`src/rtl/stack_port_arbiter.sv`:
```
// Arbiter for port A of the byte-enabled, write-first stack RAM.
// Requester 0 (pipeline) has priority; requester 1 (debug/bus) is protected from starvation.
module stack_port_arbiter #(
    parameter int DATA_MEM_SIZE_IN_BITS = 10,
    parameter int STARVE_LIMIT          = 8
) (
    input  logic        clk,
    input  logic        rst_n,

    input  logic        req0_valid,
    output logic        req0_ready,
    input  logic [3:0]  req0_we,
    input  logic [31:0] req0_addr,
    input  logic [31:0] req0_wdata,
    output logic        rsp0_valid,
    output logic [31:0] rsp0_rdata,
    output logic        rsp0_err,

    input  logic        req1_valid,
    output logic        req1_ready,
    input  logic [3:0]  req1_we,
    input  logic [31:0] req1_addr,
    input  logic [31:0] req1_wdata,
    output logic        rsp1_valid,
    output logic [31:0] rsp1_rdata,
    output logic        rsp1_err,

    output logic        ram_ena,
    output logic [3:0]  ram_wea,
    output logic [31:0] ram_addra,
    output logic [31:0] ram_dina,
    input  logic [31:0] ram_douta
);

    // Handshake: a request is accepted in a cycle where valid and ready are both 1.
    // ready is combinational from the grant; requesters hold valid and fields until
    // accepted. Each acceptance yields exactly one response one cycle later, with
    // no backpressure on the response side.

    localparam logic [1:0] OWNER_NONE = 2'd0;
    localparam logic [1:0] OWNER_0    = 2'd1;
    localparam logic [1:0] OWNER_1    = 2'd2;

    logic [7:0]  starve_cnt;
    logic [1:0]  resp_owner;
    logic        resp_err;

    logic        force1;
    logic        grant0;
    logic        grant1;
    logic        accept;
    logic        oor;
    logic [3:0]  sel_we;
    logic [31:0] sel_addr;
    logic [31:0] sel_wdata;

    assign force1 = (starve_cnt == 8'(STARVE_LIMIT));
    assign grant1 = req1_valid && (!req0_valid || force1);
    assign grant0 = req0_valid && !grant1;

    assign req0_ready = rst_n && grant0;
    assign req1_ready = rst_n && grant1;
    assign accept     = req0_ready || req1_ready;

    assign sel_we    = grant1 ? req1_we    : req0_we;
    assign sel_addr  = grant1 ? req1_addr  : req0_addr;
    assign sel_wdata = grant1 ? req1_wdata : req0_wdata;

    assign oor = (sel_addr[31:DATA_MEM_SIZE_IN_BITS] != '0);

    // Out-of-range accesses are accepted but never enable the RAM.
    assign ram_ena   = accept && !oor;
    assign ram_wea   = ram_ena ? sel_we : 4'd0;
    assign ram_addra = sel_addr;
    assign ram_dina  = sel_wdata;

    always_ff @(posedge clk) begin
        if (!rst_n) begin
            starve_cnt <= 8'd0;
            resp_owner <= OWNER_NONE;
            resp_err   <= 1'b0;
        end else begin
            if (accept) begin
                resp_owner <= grant1 ? OWNER_1 : OWNER_0;
                resp_err   <= oor;
            end else begin
                resp_owner <= OWNER_NONE;
                resp_err   <= 1'b0;
            end

            if (!req1_valid || grant1) begin
                starve_cnt <= 8'd0;
            end else if (!force1) begin
                starve_cnt <= starve_cnt + 8'd1;
            end
        end
    end

    // Responses are gated by rst_n so an access accepted just before reset never reports.
    assign rsp0_valid = rst_n && (resp_owner == OWNER_0);
    assign rsp1_valid = rst_n && (resp_owner == OWNER_1);
    assign rsp0_err   = rsp0_valid && resp_err;
    assign rsp1_err   = rsp1_valid && resp_err;
    assign rsp0_rdata = (rsp0_valid && !resp_err) ? ram_douta : 32'd0;
    assign rsp1_rdata = (rsp1_valid && !resp_err) ? ram_douta : 32'd0;

endmodule

```
`config.mk`:
```
export PLATFORM = sky130hd
export DESIGN_NAME = stack_port_arbiter
export DESIGN_NICKNAME = d
export VERILOG_FILES = /design/src/rtl/stack_port_arbiter.sv
export SDC_FILE = /design/constraint.sdc
export NUM_CORES = 1
export LEC_CHECK = 0
export CAP_MARGIN = 25
export CELL_PAD_IN_SITES_DETAIL_PLACEMENT = 0
export CELL_PAD_IN_SITES_GLOBAL_PLACEMENT = 2
export CORE_UTILIZATION = 10
export CTS_BUF_LIST = sky130_fd_sc_hd__clkbuf_8
export CTS_CLUSTER_SIZE = 40
export DETAILED_ROUTE_END_ITERATION = 10
export HOLD_SLACK_MARGIN = 0.05
export PLACE_DENSITY_LB_ADDON = 0.1
export SYNTH_ARGS = -nofsm -noshare
export SYNTH_HDL_FRONTEND = slang
export SYNTH_SLANG_ARGS = --single-unit
export TNS_END_PERCENT = 50
```
`constraint.sdc`:
```
create_clock -name clk -period 3.8 [get_ports clk]
set_input_delay 0.76 -clock clk [delete_from_list [all_inputs] [get_ports clk]]
set_output_delay 0.76 -clock clk [all_outputs]
set_load 0.01 [all_outputs]
```
==> PnR_summary.wiki, run 1 <==
{| class="wikitable"
! Metric !! Value
|-
| Critical Path Source || req0_addr[17]
|-
| Number of nets with antenna violations after detailed routing || 0
|-
| Post-synthesis cell area || roughly 1900 sq um
|-
| Number of cell instances on the worst register-to-register path || 6
|-
| Drt via density || approximately 3.8
|-
| Slack of the critical path || approximately 0.11 ns
|-
| Global Route Usage Sum || 0.115
|-
| GPL Wtd Cong || ~0.75
|-
| Slew @ Worst Pin || about 0.45 ns
|-
| Power per standard cell area || between 100 and 150 nW/um^2
|-
| Reg clk slew, reported paths || about 0.050 ns
|-
| Max Freq || around 270 MHz
|-
| Top cells by count, synth || 193 x sky130_fd_sc_hd__nand2_1, 66 x sky130_fd_sc_hd__and2_1, 13 x sky130_fd_sc_hd__nor2_1, 12 x sky130_fd_sc_hd__clkbuf_1, 11 x sky130_fd_sc_hd__dfxtp_1
|-
| DPL Wire Length || ~10,000 um
|-
| Cell at the root of the clock tree || sky130_fd_sc_hd__clkbuf_8
|-
| Number of antenna violations at the first check in global routing || 1
|-
| Vertical die dimension || 141 um
|-
| Outcome || finished, final reports clean
|-
| # port buffers || between 300 and 400
|-
| Capturing element of the worst setup path || ram_ena
|-
| Post-synth EDFFs || 0
|-
| Net count of the mapped netlist || around 540
|-
| Floorplan Core Area || 18,800 sq um
|-
| Leakage dissipation || approximately 2.3 nW
|-
| Row cnt || 50
|-
| Register area || between 200 and 250 sq um
|-
| Pre-CTS setup slack || around 0.017 ns
|-
| Slew Limit Headroom || 0.700
|-
| MaxCap Viol Count || 0
|-
| Final clock period utilization by the worst path || 0.971
|-
| CP Launch Type || primary input
|-
| Warning count from the yosys run || 0
|-
| Number of clock sinks || 11
|-
| Effective utilization at floorplan || 0.102
|-
| CP dominant cell by count || sky130_fd_sc_hd__clkdlybuf4s50_1
|-
| WP data required || between 3 and 4 ns
|-
| Category of the most critical setup path || primary input to primary output
|-
| Maximum fanout count along the critical path || 5
|-
| Class of the worst hold path || flip-flop to flip-flop
|-
| Total wirelength of the detailed-routed design || approximately 12,000 um
|-
| Number of clock buffers inserted by TritonCTS || 3
|-
| Number of primary I/O pins || ~310
|-
| Worst setup slack for register-to-register paths || between 2 and 2.5 ns
|-
| FF-to-FF Start || starve_cnt[0]$_SDFFE_PP0N_
|-
| Final hold vios || 0
|-
| #FFs+latches synth || 11
|-
| Wire per inst || around 14 um
|-
| Finish-stage setup viols || 0
|-
| Die footprint || about 20,000 sq um
|-
| # resized after CTS || 0
|-
| Hold Path Depth || 1
|-
| Primary FF master, synth || sky130_fd_sc_hd__dfxtp_1
|-
| Ys async rst share || 0
|-
| Setup tns final || 0 ns
|-
| Min Tclk post-route || ~3.7 ns
|-
| Wire length of the first global-routing pass || 17,700 um
|-
| Antenna Cells || 0
|-
| Total via count in the routed design || between 3,000 and 4,000
|-
| RSZ-0062 raised after global routing || yes
|-
| Crit path cell chain || clkdlybuf4s50_1 > or4_1 > nor3_4 > nand3_1 > a21oi_1 > clkdlybuf4s50_1
|-
| Hold-fix buffer count after cts || 0
|-
| Pins Over Slew Limit || 0
|-
| Top cell type by total area after synthesis || sky130_fd_sc_hd__nand2_1
|-
| TritonCTS clock tree || yes
|-
| Maximum number of pins on one net before global-route repair || 40
|-
| Detailed Routing Iterations Pass 1 || 4
|-
| Worst-case clock buffer depth || 2
|-
| Number of setup buffers added after CTS || 0
|-
| Filler cells || approximately 2,000
|-
| Share of layout cells above drive strength 1 || 0.0271
|-
| Dominant cell by count in the synthesized netlist || sky130_fd_sc_hd__nand2_1
|-
| Kind of capture point of the worst setup path || primary output
|-
| Worst skew pair latency || 0.24 ns
|-
| Max IR drop VDD || between 0.00006 and 0.00007 V
|-
| Syn Inst Count || around 360
|-
| Drt first-iter violations || 79
|-
| Via count of the first global-routing pass || between 3,000 and 4,000
|-
| Width of the die || around 140 um
|-
| Most area-consuming cells after synthesis || sky130_fd_sc_hd__nand2_1 38%, sky130_fd_sc_hd__and2_1 21%, sky130_fd_sc_hd__dfxtp_1 11%
|-
| Distinct cells, synth || 26
|-
| Reg-to-reg endpoint || resp_err$_SDFF_PN0_
|-
| Grt total ovfl || 0
|-
| Slowest-stage cell, CP || sky130_fd_sc_hd__or4_1
|-
| CTS H-tree lvls || 1
|-
| Final hold slack || 0.492 ns
|-
| Share of the yosys chip area belonging to registers || 0.115
|-
| DRC || 0
|-
| Number of nets in the finished design || 840
|-
| Post-synth top area share || 0.377
|-
| Mean area per synthesized cell || ~5.3 sq um
|-
| Maximum clock skew at final layout || between 0.004 and 0.005 ns
|-
| Delay of the slowest cell on the worst path || around 0.6 ns
|-
| Multi-input combinational cell area || around 1600 sq um
|-
| Area growth syn-to-layout || 182%
|-
| Crit path DAT || between 2 and 3 ns
|}
[layer usage]
metal  share of wire  wire (um)  GRT usage
met4          0.0070         85     0.0137
met5               0          0          0
met1            0.35       4230      0.109
met3            0.11       1280     0.0421
met2            0.54       6600      0.238
[flip-flops by register name, summed over array words and instances, names as in the netlist]
| name | flops |
|---|---|
| starve_cnt | 8 |
| resp_owner | 2 |
| resp_err | 1 |
[worst min path at each step]
stage                          startpoint                          to  slack [ns]
4_1_cts        starve_cnt[0]$_SDFFE_PP0N_  starve_cnt[0]$_SDFFE_PP0N_        0.51
5_1_grt        starve_cnt[0]$_SDFFE_PP0N_  starve_cnt[0]$_SDFFE_PP0N_        0.55
3_3_place_gp   starve_cnt[0]$_SDFFE_PP0N_  starve_cnt[0]$_SDFFE_PP0N_        0.49
2_1_floorplan  starve_cnt[0]$_SDFFE_PP0N_  starve_cnt[0]$_SDFFE_PP0N_        0.45
6_report       starve_cnt[0]$_SDFFE_PP0N_  starve_cnt[0]$_SDFFE_PP0N_        0.49
3_5_place_dp   starve_cnt[0]$_SDFFE_PP0N_  starve_cnt[0]$_SDFFE_PP0N_        0.50
[cell type report]
type,count,area share
Clock buffer,3,0.00761
Clock inverter,1,0.000692
Inverter,3,0.00207
Multi-Input combinational cell,328,0.299
Sequential cell,11,0.0406
Tap cell,234,0.0539
Timing Repair Buffer,319,0.596
[report_power, final]
group	switching (W)	internal (W)
combinational	0.000173	0.000313
clock	0.0000448	0.0000710
sequential	0.00000233	0.000118
total	0.000221	0.000502
[per-stage QoR]
step	instance area [sq um]	cells	total power [W]	util
after floorplan	1920	363	0.000255	-
after global placement	5370	895	0.000618	0.286
after detailed placement	5370	895	0.000614	0.286
after CTS	5420	899	0.000736	0.289
after global routing	5430	899	0.000776	0.289
final	5430	899	0.000723	0.289
[kinds of logic (layout without fill, tap and decap cells)]
kind of cell | count (synthesis) | count (layout) | share of synthesized area
and+or+nand+nor | 311 | 311 | 0.757
xor gates and xnor gates | 6 | 6 | 0.0273
buffers and inverters | 24 | 326 | 0.0560
DFF | 11 | 11 | 0.115
adders and majority gates | 2 | 2 | 0.0130
AOI/OAI and AO/OA | 9 | 9 | 0.0319
[critical path, delay by kind of cell]
family,cells,cell delay [ns]
buffers and inverters,2,1.01
AO/OA/AOI/OAI,1,0.19
AND/OR/NAND/NOR,3,0.97
[cells in the final DEF, fill, tap and decap left out, types with 2 or more instances in the layout]
master                            netlist  final
sky130_fd_sc_hd__or4_1                  2      2
sky130_fd_sc_hd__and2_1                66     66
sky130_fd_sc_hd__nand4_1                9      9
sky130_fd_sc_hd__buf_4                  0      4
sky130_fd_sc_hd__and3b_1                2      2
sky130_fd_sc_hd__xor2_1                 5      5
sky130_fd_sc_hd__clkdlybuf4s50_1        0    310
sky130_fd_sc_hd__a21oi_1                6      6
sky130_fd_sc_hd__clkbuf_8               0      3
sky130_fd_sc_hd__nor2b_1                2      2
sky130_fd_sc_hd__inv_1                  3      4
sky130_fd_sc_hd__ha_1                   2      2
sky130_fd_sc_hd__dfxtp_1               11     11
sky130_fd_sc_hd__nor2_1                13     13
sky130_fd_sc_hd__and3_1                 2      2
sky130_fd_sc_hd__nor4_1                 8      8
sky130_fd_sc_hd__nand2_1              193    193
sky130_fd_sc_hd__and4_1                 2      2
sky130_fd_sc_hd__nor3_4                 0      2
sky130_fd_sc_hd__nand3_1                8      8
sky130_fd_sc_hd__buf_12                 0      5
(Power assumes the default switching activity.)
==> run 2: changes to the inputs <==
--- a/config.mk
+++ b/config.mk
@@ -8,6 +8,7 @@
 export CAP_MARGIN = 25
 export CELL_PAD_IN_SITES_DETAIL_PLACEMENT = 0
 export CELL_PAD_IN_SITES_GLOBAL_PLACEMENT = 2
+export CORE_ASPECT_RATIO = 0.8
 export CORE_UTILIZATION = 10
 export CTS_BUF_LIST = sky130_fd_sc_hd__clkbuf_8
 export CTS_CLUSTER_SIZE = 40
==> PnR_summary.wiki, run 2 (synthesized netlist as in run 1, its figures left out) <==
{| class="wikitable"
! Metric !! Value
|-
| Global Route Usage Sum || 0.125 (was 0.115)
|-
| Final cell area excluding filler cells || 5470 sq um (was 5430 sq um)
|-
| Vertical die dimension || 126 um (was 141 um)
|-
| Share of layout cells above drive strength 1 || 0.0359 (was 0.0271)
|-
| DRC || 0 (unchanged)
|-
| Worst setup slack for register-to-register paths || 2.05 ns (about the same)
|-
| Detailed Routing Iterations Pass 1 || 4 (unchanged)
|-
| Via count of the first global-routing pass || 3,472 (was 3,294)
|-
| Floorplan Core Area || 18,500 sq um (was 18,800 sq um)
|-
| FF-to-FF Start || starve_cnt[0]$_SDFFE_PP0N_ (unchanged)
|-
| Total wirelength of the detailed-routed design || 13,100 um (was 12,200 um)
|-
| Max Freq || 273 MHz (was 271 MHz)
|-
| Crit path DAT || 2.90 ns (was 2.93 ns)
|-
| Category of the most critical setup path || primary input to primary output (unchanged)
|-
| # port buffers || 310 (unchanged)
|-
| Number of nets with antenna violations after detailed routing || 0 (unchanged)
|-
| Maximum number of pins on one net before global-route repair || 34 (was 40)
|-
| Crit path cell chain || clkdlybuf4s50_1 > or4_1 > nor3_2 > buf_4 > nand4_1 > a21oi_1 > clkdlybuf4s50_1 (was clkdlybuf4s50_1 > or4_1 > nor3_4 > nand3_1 > a21oi_1 > clkdlybuf4s50_1)
|-
| Final clock period utilization by the worst path || 0.964 (was 0.971)
|-
| Effective utilization at floorplan || 0.104 (was 0.102)
|-
| CTS H-tree lvls || 1 (unchanged)
|-
| Setup tns final || 0 ns (unchanged)
|-
| Number of clock sinks || 11 (unchanged)
|-
| RSZ-0062 raised after global routing || no (was yes)
|-
| Kind of capture point of the worst setup path || primary output (unchanged)
|-
| Number of setup buffers added after CTS || 0 (unchanged)
|-
| Kind of cell adding the most delay to the critical path || buffers and inverters (unchanged)
|-
| Slew @ Worst Pin || 0.394 ns (was 0.449 ns)
|-
| Final hold slack || 0.501 ns (was 0.492 ns)
|-
| Pins Over Slew Limit || 0 (unchanged)
|-
| GPL Wtd Cong || 0.774 (was 0.746)
|-
| Slew Limit Headroom || 0.735 (was 0.700)
|-
| Number of cell instances on the worst register-to-register path || 7 (was 6)
|-
| Slowest-stage cell, CP || sky130_fd_sc_hd__or4_1 (unchanged)
|-
| CP dominant cell by count || sky130_fd_sc_hd__clkdlybuf4s50_1 (unchanged)
|-
| Stages on the worst setup path || 7 (was 6)
|-
| Cell at the root of the clock tree || sky130_fd_sc_hd__clkbuf_8 (unchanged)
|-
| Pre-CTS setup slack || -0.00633 ns (was 0.0174 ns)
|-
| Power per standard cell area || 133 nW/um^2 (about the same)
|-
| Worst-case clock buffer depth || 2 (unchanged)
|-
| Number of antenna violations at the first check in global routing || 0 (was 1)
|-
| Antenna Cells || 0 (unchanged)
|-
| MaxCap Viol Count || 0 (unchanged)
|-
| Min Tclk post-route || 3.66 ns (was 3.69 ns)
|-
| Largest reg by FF count || starve_cnt (unchanged)
|-
| Outcome || finished, final reports clean (unchanged)
|-
| Total buffers and inverters traversed by the critical path || 3 (was 2)
|-
| Flip-flop count of the largest register, all copies and words added || 8 (unchanged)
|-
| Drt via density || 3.71 (was 3.84)
|-
| Most common cell after layout, fill and taps aside || sky130_fd_sc_hd__clkdlybuf4s50_1 (unchanged)
|-
| Maximum fanout count along the critical path || 5 (unchanged)
|-
| Leakage dissipation || 2.31 nW (was 2.26 nW)
|-
| Row cnt || 44 (was 50)
|-
| Number of clock buffers inserted by TritonCTS || 3 (unchanged)
|-
| Die footprint || 19,800 sq um (about the same)
|-
| Wire length of the first global-routing pass || 19,100 um (was 17,700 um)
|-
| Max IR drop VDD || 0.0000708 V (was 0.0000659 V)
|-
| Critical Path Source || req0_addr[17] (unchanged)
|-
| Wire per inst || 14.2 um (was 13.6 um)
|-
| Finish-stage setup viols || 0 (unchanged)
|-
| Number of nets in the finished design || 844 (was 840)
|-
| Area growth syn-to-layout || 185% (was 182%)
|-
| Worst skew pair latency || 0.23 ns (was 0.24 ns)
|-
| Maximum clock skew at final layout || 0.00399 ns (was 0.00464 ns)
|-
| CP Launch Type || primary input (unchanged)
|-
| TritonCTS clock tree || yes (unchanged)
|-
| Number of primary I/O pins || 311 (unchanged)
|-
| Class of the worst hold path || flip-flop to flip-flop (unchanged)
|-
| Largest registers || starve_cnt (8), resp_owner (2), resp_err (1) (unchanged)
|-
| Delay of the slowest cell on the worst path || 0.59 ns (about the same)
|-
| Commonest cells after routing, fill and taps aside || 307 x sky130_fd_sc_hd__clkdlybuf4s50_1, 193 x sky130_fd_sc_hd__nand2_1, 66 x sky130_fd_sc_hd__and2_1 (was 310 x sky130_fd_sc_hd__clkdlybuf4s50_1, 193 x sky130_fd_sc_hd__nand2_1, 66 x sky130_fd_sc_hd__and2_1)
|-
| WP data required || 3.04 ns (about the same)
|-
| Capturing element of the worst setup path || ram_wea[0] (was ram_ena)
|-
| Reg clk slew, reported paths || 0.05 ns (about the same)
|-
| DPL Wire Length || 11,100 um (was 10,400 um)
|-
| Hold-fix buffer count after cts || 0 (unchanged)
|-
| Total via count in the routed design || 3,421 (was 3,451)
|-
| Grt total ovfl || 0 (unchanged)
|-
| Slack of the critical path || 0.135 ns (was 0.112 ns)
|-
| Final hold vios || 0 (unchanged)
|-
| Reg-to-reg endpoint || resp_err$_SDFF_PN0_ (unchanged)
|-
| Standard cell area after detailed placement || 5410 sq um (was 5370 sq um)
|-
| Width of the die || 157 um (was 141 um)
|-
| Drt first-iter violations || 107 (was 79)
|}
==> run 2: cell count changes in the layout (fill, tap and decap cells not counted), sizes merged <==
| cell | delta |
|---|---|
| buf | +4 |
| clkdlybuf4s50 | -3 |
| dlygate4sd2 | +1 |
| dlymetal6s2s | +2 |
==> run 2: area by class of cell <==
type                       instances  area, sq um
sequential                        11          220
fill                            2038        13000
inverter                           3         11.3
clock inverter                     1         3.75
multi-input combinational        328         1630
timing repair buffer             323         3250
tap                              253          317
clock buffer                       3         41.3
==> run 2: metrics by stage <==
stage          cells  total power (W)   util
2_1_floorplan    363         0.000255      -
3_3_place_gp     918         0.000620  0.293
3_5_place_dp     918         0.000620  0.293
4_1_cts          922         0.000741  0.295
5_1_grt          922         0.000780  0.296
6_report         922         0.000728  0.296
==> run 2: layer usage <==
metal  vias to the layer above  GRT usage  share of wire
li1                       1762          -              -
met1                      1466      0.125           0.35
met2                       187      0.247           0.51
met3                         6     0.0454           0.13
met4                         0     0.0183         0.0086
met5                         -          0              0
==> run 2: how the worst min path moves through the flow <==
stage                                       to  slack (ns)                  startpoint  cells past startpoint
floorplan           starve_cnt[0]$_SDFFE_PP0N_        0.45  starve_cnt[0]$_SDFFE_PP0N_                      1
global placement    starve_cnt[0]$_SDFFE_PP0N_        0.49  starve_cnt[0]$_SDFFE_PP0N_                      1
detailed placement  starve_cnt[0]$_SDFFE_PP0N_        0.49  starve_cnt[0]$_SDFFE_PP0N_                      1
CTS                 starve_cnt[0]$_SDFFE_PP0N_        0.50  starve_cnt[0]$_SDFFE_PP0N_                      1
global route        starve_cnt[0]$_SDFFE_PP0N_        0.52  starve_cnt[0]$_SDFFE_PP0N_                      1
finish              starve_cnt[0]$_SDFFE_PP0N_        0.50  starve_cnt[0]$_SDFFE_PP0N_                      1
==> run 2: report_power, final <==
part	internal, W	total (W)	switching (W)	leakage, nW
sequential	0.000118	0.000120	0.00000229	0.0895
combinational	0.000313	0.000492	0.000179	2.20
clock	0.0000710	0.000115	0.0000445	0.0269
==> run 2: what timing repair did <==
item | 4_1_cts | 5_1_grt
endpoints found under the hold margin | 0 | 0
resized for setup | 2 | 3
pin swaps | 0 | 0
endpoints found under the setup margin | 1 | 2
